$ cat src/rtl/fetch_stage.sv
// Instruction fetch stage: issues one imem read per cycle under a 2-credit
// limit, buffers returned {instr, pc} pairs in a 2-entry FIFO toward decode.
module fetch_stage #(
    parameter int unsigned WIDTH = 12,
    parameter int unsigned IW    = 32
) (
    input  logic             clk,
    input  logic             reset,
    input  logic [WIDTH-1:0] pc_cur,
    output logic             pc_write,
    output logic [WIDTH-1:0] pc_next,
    output logic             imem_req,
    output logic [WIDTH-1:0] imem_addr,
    input  logic             imem_rvalid,
    input  logic [IW-1:0]    imem_rdata,
    input  logic             redirect,
    input  logic [WIDTH-1:0] redirect_pc,
    output logic             id_valid,
    input  logic             id_ready,
    output logic [IW-1:0]    id_instr,
    output logic [WIDTH-1:0] id_pc
);

    localparam int unsigned DEPTH   = 2;
    localparam int unsigned CNT_W   = 2;
    localparam int unsigned OCC_W   = 3;
    localparam int unsigned PC_STEP = 4;

    typedef enum logic [1:0] {
        ST_RST  = 2'd0,
        ST_BOOT = 2'd1,
        ST_RUN  = 2'd2
    } state_t;

    typedef struct packed {
        logic [IW-1:0]    instr;
        logic [WIDTH-1:0] pc;
    } entry_t;

    state_t           state_q, state_d;
    logic [CNT_W-1:0] count_q, count_d;
    logic             rd_ptr_q, rd_ptr_d;
    logic             wr_ptr_q, wr_ptr_d;
    entry_t           fifo_q [DEPTH];
    entry_t           fifo_d [DEPTH];
    logic             infl_valid_q, infl_valid_d;
    logic [WIDTH-1:0] infl_pc_q, infl_pc_d;
    logic             infl_epoch_q, infl_epoch_d;
    logic             epoch_q, epoch_d;

    logic             redirect_en;
    logic             pop;
    logic             push;
    logic [OCC_W-1:0] occupancy;
    logic             credit_ok;

    // Redirects are meaningless while the block is held in reset.
    assign redirect_en = redirect & ~reset;
    assign pop         = (count_q != '0) & id_ready;
    assign push        = imem_rvalid & infl_valid_q & (infl_epoch_q == epoch_q);

    // Slot freed by this cycle's pop is reusable at once, giving 1 instr/cycle.
    assign occupancy = OCC_W'(count_q) + OCC_W'(infl_valid_q) - OCC_W'(pop);
    assign credit_ok = occupancy < OCC_W'(DEPTH);

    assign imem_addr = pc_cur;
    assign pc_write  = imem_req | redirect_en;
    assign pc_next   = redirect ? redirect_pc : pc_cur + WIDTH'(PC_STEP);

    assign id_valid  = (count_q != '0);
    assign id_instr  = fifo_q[rd_ptr_q].instr;
    assign id_pc     = fifo_q[rd_ptr_q].pc;

    // FSM state register.
    always_ff @(posedge clk or posedge reset) begin
        if (reset) begin
            state_q <= ST_RST;
        end else begin
            state_q <= state_d;
        end
    end

    // FSM next state and request generation.
    always_comb begin
        state_d  = state_q;
        imem_req = 1'b0;
        case (state_q)
            ST_RST: begin
                state_d = ST_BOOT;
            end
            ST_BOOT: begin
                state_d = ST_RUN;
            end
            ST_RUN: begin
                imem_req = ~redirect & credit_ok;
            end
            default: begin
                state_d = ST_RST;
            end
        endcase
    end

    // FIFO, in-flight tracking and epoch next-state.
    always_comb begin
        count_d      = count_q;
        rd_ptr_d     = rd_ptr_q;
        wr_ptr_d     = wr_ptr_q;
        fifo_d       = fifo_q;
        epoch_d      = epoch_q;
        infl_valid_d = imem_req;
        infl_pc_d    = infl_pc_q;
        infl_epoch_d = infl_epoch_q;

        if (imem_req) begin
            infl_pc_d    = pc_cur;
            infl_epoch_d = epoch_q;
        end

        if (redirect_en) begin
            // Flush wins over any same-cycle push or pop.
            count_d  = '0;
            rd_ptr_d = 1'b0;
            wr_ptr_d = 1'b0;
            epoch_d  = ~epoch_q;
        end else begin
            if (push) begin
                fifo_d[wr_ptr_q].instr = imem_rdata;
                fifo_d[wr_ptr_q].pc    = infl_pc_q;
                wr_ptr_d               = ~wr_ptr_q;
            end
            if (pop) begin
                rd_ptr_d = ~rd_ptr_q;
            end
            count_d = count_q + CNT_W'(push) - CNT_W'(pop);
        end
    end

    // Datapath registers.
    always_ff @(posedge clk or posedge reset) begin
        if (reset) begin
            count_q      <= '0;
            rd_ptr_q     <= 1'b0;
            wr_ptr_q     <= 1'b0;
            epoch_q      <= 1'b0;
            infl_valid_q <= 1'b0;
            infl_pc_q    <= '0;
            infl_epoch_q <= 1'b0;
            for (int unsigned i = 0; i < DEPTH; i++) begin
                fifo_q[i] <= '0;
            end
        end else begin
            count_q      <= count_d;
            rd_ptr_q     <= rd_ptr_d;
            wr_ptr_q     <= wr_ptr_d;
            epoch_q      <= epoch_d;
            infl_valid_q <= infl_valid_d;
            infl_pc_q    <= infl_pc_d;
            infl_epoch_q <= infl_epoch_d;
            fifo_q       <= fifo_d;
        end
    end

endmodule
$ cat config.mk
export PLATFORM = sky130hd
export DESIGN_NAME = fetch_stage
export DESIGN_NICKNAME = d
export VERILOG_FILES = /design/src/rtl/fetch_stage.sv
export SDC_FILE = /design/constraint.sdc
export NUM_CORES = 1
export LEC_CHECK = 0
export CAP_MARGIN = 20
export CORE_ASPECT_RATIO = 0.5
export CORE_MARGIN = 5
export CORE_UTILIZATION = 30
export DETAILED_ROUTE_END_ITERATION = 16
export GPL_TIMING_DRIVEN = 0
export PLACE_DENSITY = 0.63
export SLEW_MARGIN = 15
export SYNTH_ARGS = -nofsm -noshare
export SYNTH_HDL_FRONTEND = slang
export SYNTH_SLANG_ARGS = --single-unit
$ cat constraint.sdc
create_clock -name clk -period 5.15 [get_ports clk]
set_input_delay 1.03 -clock clk [delete_from_list [all_inputs] [get_ports clk]]
set_output_delay 1.03 -clock clk [all_outputs]
set_load 0.02 [all_outputs]
# Yosys cells after proc, flatten, opt, wreduce, memory -nomap -nowiden
# Cells that the tools add are included.
# word_totals
latch_bits,0
output_inout_bits,71
n_memories,0
rom_bits,0
ramBits,0
inputBits,61
regBits,109
# op_classes
add_sub_neg,5
shift,0
mux,17
magnitude_cmp,4
reduce_logical,6
div,0
multipliers,0
bitwise,14
n_eq_ne,3
# ops
cell,n
$bwmux 88,2
$mux 44,4
$demux 44 s1,2
$mux 12,2
$add 12x3->12 const B,1
$not 1->1,6
$pmux 2 s3,1
$reduce_bool 2->1,3
$and 1x1->1,5
$mux 1,5
$ge 2x2->1 const B,2
$not 1->2,2
$add 2x1->3,1
$lt 3x2->1 const B,1
$sub 3x1->3,1
$add 2x1->2,1
$eq 2x1->1 const B,1
$eq 2x2->1 const B,1
$logic_not 2->1,1
$lt 2x1->1 const B,1
$mux 2,1
$reduce_and 2->1,1
$sub 2x1->2,1
$eq 1x1->1,1
2 further kinds,2

# Longest topological paths before layout
# depth
ltp_word,7
ltp_mapped,8

# Least setup slack after synthesis
# OpenSTA, ideal clock, no wires.
# synth_path
kind,input port to output port
start,input port reset
end,output port pc_write
stages,3
arrival_ps,3678
path_buffers,0
setup_slack_ps,442
required_ps,4120
cell_sequence,inv_1 > nand2_1 > nand2_1
# synth_between
elab_chain_cells,3
# synth_rtl
element,line_no,text
"start, declared",8,"input logic reset,"
$not 1->1,58,assign redirect_en = redirect & ~reset;
$and 1x1->1,58,
$or 1x1->1,67,assign pc_write = imem_req | redirect_en;
"end, declared",10,"output logic pc_write,"
# No other way between the ends.

# Final worst setup path
# layout_path
start,input port id_ready
end,output port pc_write
# layout_between
elab_chain_cells,6
# layout_rtl
element,line_no,text
"start, declared",19,"input logic id_ready,"
$and 1x1->1,59,assign pop = (count_q != '0) & id_ready;
$sub 3x1->3,63,assign occupancy = OCC_W'(count_q) + OCC_W'(infl_valid_q) - OCC_W'(pop);
$lt 3x2->1,64,assign credit_ok = occupancy < OCC_W'(DEPTH);
$and 1x1->1,95,imem_req = ~redirect & credit_ok;
$mux 1,87,case (state_q)
$or 1x1->1,67,
# No other way between the ends.

==> metrics.cfg <==
[die]
io_pins = 132
die_x_um = 198
core_mm2 = 0.0174
rows = 34
dieArea_mm2 = 0.0205
initial_core_util_pct = 30.5
die_h_um = 104

[place]
place_inst = 730
detailed_place.area_mm2 = 0.00692
port_buffers = 130
place_congestion = 0.697
hpwl_mm = 8.57

[power]
power.leakage_nw = 3.26
netSwitchingPower_mw = 1.29
power_density_mw_per_mm2 = 555
p_comb_share_pct = 46.9
clkPwrFrac_pct = 17.1
peakVddDrop_uv = 178
power_mw = 3.99
intPower_mw = 2.70
p_seq_share_pct = 36.0
p_sw_share_pct = 32.3

[clocking]
cts.sinks = 109
cts_repair_resize_count = 0
clkLatencyLatePin_ps = 350
post_cts_buffers = 0
h-tree-depth = 3
cts-root-buf = clkbuf_16
ctsHoldBuffers = 0
cts_tree = yes
cts_buffers = 9
clockBufferDepth = 2
clkTransAtPathRegs_ps = 70

[timing]
timing.slew.headroom_pct = 54.9
rsz0062_at_grt = false
hold_violations = 0
worstMarginPinSlew_ps = 677
layout_min_cycle_time_ps = 4690
fmax_mhz = 213
drv_slew = 0
finalCritPeriodShare_pct = 91.1
setup_viol_count_final = 0
finClkSkew_ps = 9.34

[setup_path]
crit_required_ps = 4120
crit_fanout = 10
worst_path_most_repeated_cell = clkdlybuf4s50_1
crit_buf_inv = 3
timing.rr.start = count_q[1]$_DFF_PP0_
crit_type = input port to primary output
cp_top_family = buffers and inverters
slowest_delay_ps = 610
crit_chain = clkdlybuf4s50_1 > o21ai_0 > nor2_1 > fa_1 > xnor2_1 > nand4_1 > buf_2 > nand2_1 > clkdlybuf4s50_1
timing.critical_path.from = id_ready
cpMaxStageDelayCell = clkdlybuf4s50_1
cp-end-kind = primary output
cp.arrival_ps = 3660
startpoint_type = input port

[global_routing]
grt_usage_pct = 11.8
grt_max_degree = 84
antenna_found_initial = 0
grt_pass1_vias = 3598
grt_pass1_wl_mm = 19.4
overflow = 0

[run]
cap_violations = 0

[synthesis]
synthArstFlopShare_pct = 100
netlist_area_mm2 = 0.00529
yosysSeqAreaShare_pct = 51.6
synth_fp_nets = 430
ys_types = 34
syn_area_per_cell_um2 = 14.5
synth_ff_type = dfrtp_1
synth_edf_count = 0
synth_warnings = 0
netlist_instances = 365
synth-seq-cells = 109

[detailed_routing]
drc = 0
routed_wl_mm = 12.0
wl_per_cell_um = 16.1
drtIter0Drc = 71
via_count = 3281
first_pass_iters = 4
ant_nets = 0
routed_via_density = 4.41

[layout]
final_area_mm2 = 0.00720
area_delta_synth_final_pct = 36.1
fill_cells = 1627
drive_gt1_share_pct = 36.9
diodes = 0
fin_cells = 744
nNetsFinal = 572
final_util_pct = 41.5

[worst_hold_path]
min_from = state_q[1]$_DFFE_PP0N_
hp-class = register to register

[run_status]
status = completed

==> stage by stage <==
stage | hold slack (ps) | setup TNS, ps | setup slack (ps)
6_report | 483 | 0 | 459
5_1_grt | 504 | 0 | 217
4_1_cts | 489 | 0 | 378
3_5_place_dp | 475 | 0 | 379
3_3_place_gp | 447 | -73220 | -1610
2_1_floorplan | 429 | 0 | 442
==> Yosys cell counts, drive strengths merged (2+ instances only) <==
cell type | n | area, um^2
nand4 | 2 | 12.5
or2 | 2 | 12.5
buf | 26 | 236
clkbuf | 4 | 15.0
a31oi | 4 | 25.0
xor2 | 8 | 70.1
mux2 | 148 | 1820
nor2 | 9 | 33.8
nand2 | 11 | 41.3
o21ai | 10 | 50.1
or3 | 5 | 31.3
nand3 | 4 | 20.0
inv | 5 | 18.8
nor2b | 3 | 26.3
dfrtp | 109 | 2730
ha | 3 | 37.5
xnor2 | 2 | 17.5
==> cell usage in the layout, fill, tap and decap left out, drive strengths merged, types with 4 or more instances in the layout <==
cell / instances
dfrtp: 109
or3: 5
clkdlybuf4s50: 130
nand2: 11
a31oi: 4
inv: 5
o21ai: 10
buf: 27
nand3: 4
nor2: 9
xor2: 8
clkbuf: 16
mux2: 148
==> layout make-up <==
cell class | count | area [um^2] | share of cell area, %
Timing Repair Buffer | 131 | 1330 | 18.5
Sequential cell | 109 | 2730 | 37.9
Clock buffer | 12 | 246 | 3.42
Buffer | 30 | 251 | 3.49
Tap cell | 234 | 293 | 4.07
Clock inverter | 2 | 35.0 | 0.487
Inverter | 6 | 27.5 | 0.382
Multi-Input combinational cell | 220 | 2290 | 31.8
==> cells by family (layout without fill, tap and decap cells) <==
| family | count (synthesis) | count (layout) | synth area share (%) |
|---|---|---|---|
| compound gates | 17 | 17 | 1.87 |
| fa+ha+maj | 4 | 4 | 1.09 |
| simple gates | 41 | 41 | 4.28 |
| xor+xnor | 10 | 10 | 1.66 |
| mux | 148 | 148 | 34.4 |
| buf+inv | 36 | 181 | 5.18 |
| flops | 109 | 109 | 51.6 |
==> flip-flops by register name, summed over array words and instances, names as in the netlist <==
signal,flops
rd_ptr_q,1
infl_epoch_q,1
infl_pc_q,12
infl_valid_q,1
state_q,2
fifo_q,88
epoch_q,1
wr_ptr_q,1
count_q,2
==> layer usage <==
layer	vias to the layer above	GRT usage (%)	routed length (um)
met5	-	0	0
met3	12	3.11	417
met1	1660	15.5	5540
met2	48	19.5	5860
li1	1561	-	-
met4	0	2.90	165
==> worst reg2reg max path, stage by stage, from the launching register on <==
cell	delay (ps)
dfrtp_1	450
o21ai_0	370
nor2_1	110
fa_1	410
xnor2_1	130
nand4_1	240
buf_2	350
mux2_2	370
==> final timing paths <==
path | to | slack, ps | depth (start not counted)
worst max-delay path | pc_write | 460 | 9
worst min-delay path | state_q[0]$_DFFE_PP0N_ | 480 | 1
worst max register to register | infl_pc_q[5]$_DFFE_PP0P_ | 2600 | 7
worst min register to register | state_q[0]$_DFFE_PP0N_ | 480 | 1
max in group asynchronous | fifo_q[56]$_DFFE_PP0P_ | 3340 | 3
min in group asynchronous | fifo_q[83]$_DFFE_PP0P_ | 1130 | 2
==> power by group through the flow <==
stage	logic [mW]	clock network [mW]	registers [mW]
final	1.87	0.682	1.44
after global routing	2.01	0.741	1.48
after CTS	1.91	0.705	1.44
after detailed placement	1.91	0	1.45
after global placement	1.89	0	1.43
after floorplan	1.23	0	1.39
Power figures use the tool's default switching activity.
